==> src/rtl/ps2_host_tx_if.sv <==
// rtl/ps2_host_tx_if.sv - command-byte request handshake for the PS/2 host transmitter
interface ps2_host_tx_if;
    logic [7:0] tx_data;
    logic       tx_valid;
    logic       tx_ready;

    modport master (output tx_data, output tx_valid, input tx_ready);
    modport slave  (input tx_data, input tx_valid, output tx_ready);
endinterface

==> src/rtl/ps2_host_tx.sv <==
// rtl/ps2_host_tx.sv - host-to-device PS/2 command transmitter with device ACK check
module ps2_host_tx #(
    parameter int INHIBIT_CYCLES = 2500,
    parameter int TIMEOUT_CYCLES = 375000
) (
    input  logic         clk25,
    input  logic         clr_n,
    ps2_host_tx_if.slave tx,
    input  logic         PS2C,
    input  logic         PS2D,
    output logic         ps2c_oe,
    output logic         ps2d_oe,
    output logic         busy,
    output logic         done,
    output logic         err
);
    localparam int CNT_MAX = (INHIBIT_CYCLES > TIMEOUT_CYCLES) ? INHIBIT_CYCLES : TIMEOUT_CYCLES;
    localparam int CW      = $clog2(CNT_MAX + 1);
    localparam logic [CW-1:0] INH_LAST = CW'(INHIBIT_CYCLES - 1);
    localparam logic [CW-1:0] TO_LAST  = CW'(TIMEOUT_CYCLES - 1);

    typedef enum logic [2:0] {IDLE, INHIBIT, START, SEND, ACK, WAIT_IDLE} state_t;

    state_t        state;
    logic [7:0]    c_sh, d_sh;
    logic          c_f, d_f, c_prev;
    logic [7:0]    data_q;
    logic          parity_q;
    logic          ack_bit;
    logic          tx_ready_q;
    logic [3:0]    bit_idx;
    logic [CW-1:0] cnt;
    logic          fall;
    logic [3:0]    next_idx;

    assign fall        = c_prev & ~c_f;
    assign next_idx    = bit_idx + 4'd1;
    assign tx.tx_ready = tx_ready_q;

    // Shift filters double as synchronisers; the level only moves on 8 agreeing samples.
    always_ff @(posedge clk25 or negedge clr_n) begin
        if (!clr_n) begin
            c_sh   <= 8'hFF;
            d_sh   <= 8'hFF;
            c_f    <= 1'b1;
            d_f    <= 1'b1;
            c_prev <= 1'b1;
        end else begin
            c_sh   <= {c_sh[6:0], PS2C};
            d_sh   <= {d_sh[6:0], PS2D};
            c_prev <= c_f;
            if (c_sh == 8'h00)      c_f <= 1'b0;
            else if (c_sh == 8'hFF) c_f <= 1'b1;
            if (d_sh == 8'h00)      d_f <= 1'b0;
            else if (d_sh == 8'hFF) d_f <= 1'b1;
        end
    end

    always_ff @(posedge clk25 or negedge clr_n) begin
        if (!clr_n) begin
            state      <= IDLE;
            ps2c_oe    <= 1'b0;
            ps2d_oe    <= 1'b0;
            tx_ready_q <= 1'b1;
            busy       <= 1'b0;
            done       <= 1'b0;
            err        <= 1'b0;
            bit_idx    <= 4'd0;
            cnt        <= '0;
            data_q     <= 8'h00;
            parity_q   <= 1'b0;
            ack_bit    <= 1'b0;
        end else begin
            done <= 1'b0;
            err  <= 1'b0;
            case (state)
                IDLE: begin
                    // done/err cycle lands here with tx_ready still low, so ready returns one cycle later
                    ps2c_oe    <= 1'b0;
                    ps2d_oe    <= 1'b0;
                    tx_ready_q <= 1'b1;
                    busy       <= 1'b0;
                    bit_idx    <= 4'd0;
                    cnt        <= '0;
                    if (tx.tx_valid && tx_ready_q) begin
                        data_q     <= tx.tx_data;
                        parity_q   <= ~^tx.tx_data;
                        tx_ready_q <= 1'b0;
                        busy       <= 1'b1;
                        ps2c_oe    <= 1'b1;
                        state      <= INHIBIT;
                    end
                end
                INHIBIT: begin
                    if (cnt == INH_LAST) begin
                        cnt     <= '0;
                        ps2d_oe <= 1'b1;
                        state   <= START;
                    end else begin
                        cnt <= cnt + CW'(1);
                    end
                end
                START: begin
                    ps2c_oe <= 1'b0;
                    cnt     <= '0;
                    bit_idx <= 4'd0;
                    state   <= SEND;
                end
                SEND: begin
                    if (fall) begin
                        cnt     <= '0;
                        bit_idx <= next_idx;
                        if (next_idx <= 4'd8) begin
                            ps2d_oe <= ~data_q[3'(next_idx - 4'd1)];
                        end else if (next_idx == 4'd9) begin
                            ps2d_oe <= ~parity_q;
                        end else if (next_idx == 4'd10) begin
                            ps2d_oe <= 1'b0;
                        end else begin
                            ack_bit <= d_f;
                            ps2d_oe <= 1'b0;
                            state   <= ACK;
                        end
                    end else if (cnt == TO_LAST) begin
                        ps2c_oe <= 1'b0;
                        ps2d_oe <= 1'b0;
                        err     <= 1'b1;
                        state   <= IDLE;
                    end else begin
                        cnt <= cnt + CW'(1);
                    end
                end
                ACK: begin
                    cnt <= cnt + CW'(1);
                    if (ack_bit) begin
                        err   <= 1'b1;
                        state <= IDLE;
                    end else begin
                        state <= WAIT_IDLE;
                    end
                end
                WAIT_IDLE: begin
                    if (c_f && d_f) begin
                        done  <= 1'b1;
                        state <= IDLE;
                    end else if (cnt == TO_LAST) begin
                        ps2c_oe <= 1'b0;
                        ps2d_oe <= 1'b0;
                        err     <= 1'b1;
                        state   <= IDLE;
                    end else begin
                        cnt <= cnt + CW'(1);
                    end
                end
                default: state <= IDLE;
            endcase
        end
    end
endmodule
==> src/flat_wrapper.sv <==
// flat-port wrapper written by rule: the top's interface ports become plain ports
module ps2_host_tx_flat 
#(
    parameter int INHIBIT_CYCLES = 2500,
    parameter int TIMEOUT_CYCLES = 375000
)
  (clk25, clr_n, PS2C, PS2D, ps2c_oe, ps2d_oe, busy, done, err, tx_tx_data, tx_tx_valid, tx_tx_ready);
  ps2_host_tx_if tx_i ();
  input  logic clk25;
  input  logic clr_n;
  input  logic PS2C;
  input  logic PS2D;
  output logic ps2c_oe;
  output logic ps2d_oe;
  output logic busy;
  output logic done;
  output logic err;
  input wire logic [$bits(tx_i.tx_data)-1:0] tx_tx_data;
  input wire logic [$bits(tx_i.tx_valid)-1:0] tx_tx_valid;
  output wire logic [$bits(tx_i.tx_ready)-1:0] tx_tx_ready;
  assign tx_i.tx_data = tx_tx_data;
  assign tx_i.tx_valid = tx_tx_valid;
  assign tx_tx_ready = tx_i.tx_ready;
  ps2_host_tx #(.INHIBIT_CYCLES(INHIBIT_CYCLES), .TIMEOUT_CYCLES(TIMEOUT_CYCLES)) u_core (.clk25(clk25), .clr_n(clr_n), .tx(tx_i), .PS2C(PS2C), .PS2D(PS2D), .ps2c_oe(ps2c_oe), .ps2d_oe(ps2d_oe), .busy(busy), .done(done), .err(err));
endmodule
==> config.mk <==
export PLATFORM = sky130hd
export DESIGN_NAME = ps2_host_tx_flat
export DESIGN_NICKNAME = d
export VERILOG_FILES = /design/src/rtl/ps2_host_tx_if.sv /design/src/rtl/ps2_host_tx.sv /design/src/flat_wrapper.sv
export SDC_FILE = /design/constraint.sdc
export NUM_CORES = 1
export LEC_CHECK = 0
export CAP_MARGIN = 15
export CORE_MARGIN = 2
export CORE_UTILIZATION = 40
export DETAILED_ROUTE_END_ITERATION = 6
export SYNTH_ARGS = -nofsm -noshare
export SYNTH_HDL_FRONTEND = slang
export SYNTH_SLANG_ARGS = --single-unit
==> constraint.sdc <==
create_clock -name clk25 -period 2.4 [get_ports clk25]
set_input_delay 0.48 -clock clk25 [delete_from_list [all_inputs] [get_ports clk25]]
set_output_delay 0.48 -clock clk25 [all_outputs]
set_load 0.005 [all_outputs]
==> impl_metrics.py, run 1 <==
metrics = {
    "run_status": {
        "outcome": "finished, final reports clean",
    },
    "sta": {
        "fin_worst_skew_ns": 0.0106,
        "worstMarginPinSlew_ns": 0.667,
        "fmax_ghz": 0.440,
        "rsz0062_at_grt": "yes",
        "slew_headroom_pct": 55.6,
        "finalWorstSetupSlack_ns": 0.130,
        "fin_setup_tns_ns": 0,
        "setup_viol": 0,
        "finalCriticalPeriod_ns": 2.27,
        "finalHoldViolations": 0,
        "slew_violations": 0,
        "whs_ns": 0.154,
        "period_share_pct": 94.6,
    },
    "power_and_ir_drop": {
        "p_per_area_nw_per_um2": 834,
        "switching_share_pct": 34.4,
        "pwr-share-comb_pct": 30.6,
        "power_switching_mw": 1.08,
        "power_frac_seq_pct": 42.9,
        "p_clk_share_pct": 26.6,
        "ir_worst_vdd_uv": 415,
        "intPower_mw": 2.07,
        "p_leak_nw": 1.58,
    },
    "setup_path": {
        "crit_fanout": 6,
        "r2r_start": "u_core.cnt[1]",
        "worst_ep_required_time_ns": 2.64,
        "startpoint_type": "register",
        "cp_slowest_cell": "or4b_4",
        "worstSetupPathType": "register to register",
        "max_stage_delay_ns": 0.50,
        "worstSetupEndpointType": "register",
        "critPathLaunch": "u_core.cnt[1]",
        "path_cells": "ha_1 -> or4b_4 -> nor4_4 -> nand2_1 -> o2111ai_1 -> a21bo_1",
        "critPathArrivalTime_ns": 2.51,
    },
    "drt": {
        "remaining_drc_errors": 0,
        "wirelength_mm": 6.83,
        "firstDrtPassIters": 4,
        "vias": 2531,
        "post_drt_via_cell_ratio": 5.49,
        "detail-route-antenna-nets": 0,
        "dr.first_iter.drc_count": 168,
        "wl_per_cell_um": 14.8,
    },
    "logic_synthesis": {
        "synth_top_area_share_pct": 32.0,
        "synth_top_flop_cell": "dfrtp_1",
        "synth-seq-cells": 61,
        "postSynth.asyncResetShare_pct": 100,
        "synth.net_count": 340,
        "synth.top_cells.by_area": "dfrtp_1 (32%), dfstp_2 (16%), nand2_1 (5.3%)",
        "yosysWarnings": 0,
        "syn_avg_cell_area_sq_um": 9.95,
        "synth_top_cell_by_area": "dfrtp_1",
        "synth.distinct_cells": 60,
        "synth_edf_count": 0,
        "synth_seq_area_share_pct": 48.4,
        "synth_area_sq_um": 3200,
        "syn_inst": 322,
    },
    "global_routing": {
        "grt_use_met2_pct": 24.9,
        "grt_usage_pct": 17.3,
        "grt_first_pass_wirelength_mm": 11.6,
        "busiest_layer": "met2",
        "grt_max_degree": 35,
        "grt_pass1_vias": 2366,
        "grt_use_met3_pct": 4.67,
        "grt_overflow": 0,
        "antenna_found_initial": 0,
        "grt_use_met1_pct": 24.5,
    },
    "place": {
        "dp_hpwl_mm": 4.98,
        "gp_congestion": 0.839,
        "port_buffers": 18,
        "pre_cts_ws_ns": 0.138,
    },
    "floorplan": {
        "rows": 32,
        "design.die.area_sq_um": 8740,
        "coreArea_sq_um": 7730,
        "die_w_um": 93.5,
        "die_h_um": 93.5,
        "initial_core_util_pct": 41.5,
        "io-pin-count": 19,
    },
    "hold_path": {
        "hold_path.class": "input pin to asynchronous set/reset pin",
    },
    "clock_tree": {
        "numCtsBuffers": 9,
        "hold_buffers": 0,
        "clk_pin_slew_ns": 0.08,
        "h-tree-depth": 3,
        "cts-root-buf": "clkbuf_8",
        "cts.path.max_buffers": 2,
        "clock_sinks": 61,
        "post_cts_buffers": 0,
        "clk_latency_ns": 0.35,
        "cts_tree": "done",
        "cts_resized": 0,
    },
    "cells_and_area": {
        "final_cell_mix": "nand2_1 (45), dfrtp_1 (41), nor2_1 (24), dfstp_2 (20), a21oi_1 (18)",
        "nets": 372,
        "drive_gt1_share_pct": 19.8,
        "layout_commonest_cell": "nand2_1",
        "final.fill_count": 714,
        "area_growth_pct": 17.8,
        "diodes": 0,
    },
    "flow_run": {
        "max_cap_violations": 0,
    },
}
==> through the flow <==
| step | power, mW | cell area [sq um] | instances | utilization (%) |
|---|---|---|---|---|
| finish | 3.15 | 3770 | 461 | 48.9 |
| detailed placement | 2.31 | 3570 | 445 | 46.3 |
| global route | 3.36 | 3770 | 461 | 48.9 |
| global placement | 2.29 | 3570 | 445 | 46.3 |
| CTS | 3.16 | 3760 | 461 | 48.7 |
| floorplan | 1.97 | 3200 | 322 | - |
==> cell type report <==
| class | instances | area (sq um) | area share (%) |
|---|---|---|---|
| clock buffer | 10 | 138 | 3.65 |
| sequential | 61 | 1550 | 41.1 |
| multi-input combinational | 240 | 1570 | 41.7 |
| timing repair buffer | 34 | 308 | 8.15 |
| clock inverter | 6 | 47.5 | 1.26 |
| inverter | 8 | 30.0 | 0.795 |
| tap | 102 | 128 | 3.38 |
==> path summary, 6_finish.rpt <==
kind                       cells after the start  slack, ns                end
hold reg to reg                                0       0.36     u_core.c_sh[7]
setup / recovery                               6       0.13      u_core.cnt[0]
min in group clk25                             0       0.36     u_core.c_sh[7]
setup reg to reg                               6       0.13      u_core.cnt[0]
max in group asynchronous                      2       1.57     u_core.d_sh[1]
hold / removal                                 1       0.15  u_core.bit_idx[3]
==> metal layers <==
layer | part of all wire [%] | vias to the layer above
met5 | 0 | -
met4 | 1.7 | 0
met3 | 4.3 | 11
met2 | 44 | 52
met1 | 50 | 1227
li1 | - | 1241
==> logic make-up after synthesis <==
family,Yosys count,share of synthesized area [%]
multiplexers,5,2.38
flip-flops,61,48.4
AO/OA/AOI/OAI,79,17.1
adder cells (fa/ha/maj),5,1.95
AND/OR/NAND/NOR,136,22.6
buffers and inverters,21,2.97
XOR/XNOR,15,4.53
==> critical path: cells and delay by family, from the launching register on <==
kind | cells | cell delay [ns]
AO/OA/AOI/OAI | 2 | 0.48
adder cells (fa/ha/maj) | 1 | 0.24
AND/OR/NAND/NOR | 3 | 1.03
flip-flops | 1 | 0.41
==> flip-flops by register name, indices dropped and copies added (netlist names), 3 cells and up <==
signal	flops
u_core.cnt	19
u_core.bit_idx	4
u_core.d_sh	8
u_core.state	3
u_core.data_q	8
u_core.c_sh	8
==> synth_stat cells (all sizes together), types with 4 or more instances <==
cell and n:
nand3 17, xnor2 8, and3 4, clkbuf 10, o21ai 21, a21oi 18, nand4 5, ha 5
inv 8, nor3 6, dfstp 20, a41oi 7, nor4 9, dfrtp 41, and4 4, nor2 25
xor2 6, o211ai 4, nor2b 7, nand2 45
==> power groups by stage <==
stage / Sequential (mW) / Clock (mW) / Combinational, mW
global route: 1.38 / 0.907 / 1.07
floorplan: 1.30 / 0 / 0.669
CTS: 1.35 / 0.862 / 0.947
finish: 1.35 / 0.836 / 0.963
detailed placement: 1.37 / 0 / 0.940
global placement: 1.37 / 0 / 0.925
Power figures use the tool's default switching activity.
==> run 2: changes to the inputs <==
--- a/config.mk
+++ b/config.mk
@@ -9,6 +9,7 @@
 export CORE_MARGIN = 2
 export CORE_UTILIZATION = 40
 export DETAILED_ROUTE_END_ITERATION = 6
+export GPL_TIMING_DRIVEN = 0
 export SYNTH_ARGS = -nofsm -noshare
 export SYNTH_HDL_FRONTEND = slang
 export SYNTH_SLANG_ARGS = --single-unit
==> run 2 against run 1 <==
  * Flip-flop and latch count is the same
  * Maximum frequency shrank 2.6%
  * Worst setup slack lost 0.060 ns
  * Final area shrank 0.53%
  * Sequential share of layout area grew 0.25 points
  * Count of clock-buffer cells in the layout grew 2
  * First-iteration DRC count grew 11%
  * Clock power grew 7.1%
  * Clock skew is essentially flat
  * Wire length shrank 0.28%
  * Worst hold slack gained 0.013 ns
  * Cell count shrank 0.43%
==> impl_metrics.py, run 2 (synthesized netlist as in run 1, its figures left out) <==
metrics = {
    "floorplan": {
        "io-pin-count": 19,
        "initial_core_util_pct": 41.5,
        "coreArea_sq_um": 7730,
        "rows": 32,
        "die_h_um": 93.5,
        "die_w_um": 93.5,
        "design.die.area_sq_um": 8740,
    },
    "power_and_ir_drop": {
        "pwr-share-comb_pct": 30.2,
        "intPower_mw": 2.13,
        "power_switching_mw": 1.04,
        "power_frac_seq_pct": 41.6,
        "p_leak_nw": 1.55,
        "switching_share_pct": 32.8,
        "ir_worst_vdd_uv": 358,
        "p_per_area_nw_per_um2": 846,
        "p_clk_share_pct": 28.2,
    },
    "drt": {
        "remaining_drc_errors": 0,
        "post_drt_via_cell_ratio": 5.49,
        "firstDrtPassIters": 4,
        "dr.first_iter.drc_count": 187,
        "detail-route-antenna-nets": 0,
        "wirelength_mm": 6.81,
        "vias": 2521,
        "wl_per_cell_um": 14.8,
    },
    "cells_and_area": {
        "area_growth_pct": 17.2,
        "drive_gt1_share_pct": 16.8,
        "multi_input_comb_area_sq_um": 1590,
        "final_cell_mix": "nand2_1 (45), dfrtp_1 (40), nor2_1 (23), dfstp_2 (20), a21oi_1 (18)",
        "layout_commonest_cell": "nand2_1",
        "seq_area_sq_um": 1550,
        "top_register": "u_core.cnt",
        "diodes": 0,
        "largest_reg_flops": 19,
        "nets": 370,
        "final.fill_count": 715,
    },
    "global_routing": {
        "grt_pass1_vias": 2419,
        "grt_overflow": 0,
        "grt_max_degree": 33,
        "grt_usage_pct": 17.1,
        "antenna_found_initial": 0,
        "grt_first_pass_wirelength_mm": 11.7,
    },
    "sta": {
        "finalCriticalPeriod_ns": 2.33,
        "period_share_pct": 97.1,
        "fmax_ghz": 0.429,
        "whs_ns": 0.167,
        "setup_viol": 0,
        "slew_violations": 0,
        "rsz0062_at_grt": "no",
        "fin_setup_tns_ns": 0,
        "slew_headroom_pct": 42.2,
        "finalHoldViolations": 0,
        "fin_worst_skew_ns": 0.0109,
        "worstMarginPinSlew_ns": 0.859,
    },
    "clock_tree": {
        "clk_latency_ns": 0.34,
        "clk_pin_slew_ns": 0.07,
        "clock_sinks": 61,
        "h-tree-depth": 3,
        "numCtsBuffers": 9,
        "cts.path.max_buffers": 2,
        "cts-root-buf": "clkbuf_8",
        "cts_tree": "done",
        "hold_buffers": 0,
    },
    "setup_path": {
        "path_cells": "ha_2 -> or4b_4 -> nor4_4 -> buf_4 -> nand4_4 -> and4_1 -> a211oi_2",
        "cp_slowest_cell": "or4b_4",
        "worstSetupEndpointType": "register",
        "worst_ep_required_time_ns": 2.65,
        "worstSetupPathType": "register to register",
        "reg2reg_slack_ns": 0.07,
        "r2r_start": "u_core.cnt[0]",
        "critPathLaunch": "u_core.cnt[0]",
        "startpoint_type": "register",
        "max_stage_delay_ns": 0.51,
        "crit_fanout": 7,
        "critPathArrivalTime_ns": 2.58,
        "worst_r2r_path_depth": 7,
        "r2r_end": "u_core.cnt[12]",
    },
    "place": {
        "gp_congestion": 0.868,
        "dp_hpwl_mm": 4.95,
        "port_buffers": 18,
    },
    "flow_run": {
        "max_cap_violations": 0,
    },
    "hold_path": {
        "hold_path.class": "input pin to asynchronous set/reset pin",
    },
    "run_status": {
        "outcome": "finished, final reports clean",
    },
}
==> run 2: cell types whose count changed in the layout (fill, tap and decap cells not counted), sizes merged <==
cell      previous run  this run
inv                  9         8
clkbuf              10        21
clkinvlp             4         1
buf                 17         6
bufinv               0         1
clkinv               1         2
==> run 2: routing by layer <==
metal / part of all wire, % / track usage, %
met1: 49 / 23.7
met2: 45 / 26.7
met3: 4.5 / 3.06
met4: 1.6 / 6.50
met5: 0 / 0
==> run 2: final cells by class <==
| class | instances | share of cell area [%] |
|---|---|---|
| buffer | 12 | 1.63 |
| tap | 102 | 3.40 |
| clock inverter | 4 | 1.27 |
| multi-input combinational | 240 | 42.3 |
| timing repair buffer | 20 | 5.40 |
| sequential | 61 | 41.4 |
| inverter | 8 | 0.800 |
| clock buffer | 12 | 3.87 |
==> run 2: through the flow <==
stage	power (mW)	cell area [sq um]	util [%]	cells	setup WS, ns
after floorplan	1.97	3200	-	322	0.348
after global placement	2.25	3510	45.5	442	-1.07
after detailed placement	2.27	3530	45.6	443	-0.0416
after CTS	3.19	3730	48.3	458	0.00569
after global routing	3.39	3750	48.6	459	0.00857
final	3.18	3750	48.6	459	0.0693
==> run 2: power by group through the flow <==
| stage | Combinational, mW | Clock, mW | Sequential, mW |
|---|---|---|---|
| after floorplan | 0.669 | 0 | 1.30 |
| after global placement | 0.915 | 0 | 1.33 |
| after detailed placement | 0.932 | 0 | 1.34 |
| after CTS | 0.955 | 0.916 | 1.32 |
| after global routing | 1.08 | 0.967 | 1.34 |
| final | 0.960 | 0.895 | 1.32 |
==> run 2: critical path: cells and delay by family, from the launching register on <==
| kind | cells | cell delay (ns) |
|---|---|---|
| and+or+nand+nor | 4 | 1.18 |
| AOI/OAI and AO/OA | 1 | 0.20 |
| buffers and inverters | 1 | 0.19 |
| adders and majority gates | 1 | 0.25 |
| DFF | 1 | 0.43 |
==> run 2: timing repair <==
| item | 4_1_cts | 5_1_grt |
|---|---|---|
| endpoints found under the setup margin | 5 | 12 |
| buffers inserted | 0 | 1 |
| pin swaps | 0 | 1 |
| gates resized for setup | 2 | 4 |
==> run 2: worst max-delay path by stage <==
stage / endpoint
after CTS: u_core.cnt[12]
final: u_core.cnt[12]
after detailed placement: u_core.cnt[13]
after global routing: u_core.cnt[12]
after global placement: u_core.cnt[8]
after floorplan: u_core.ps2d_oe
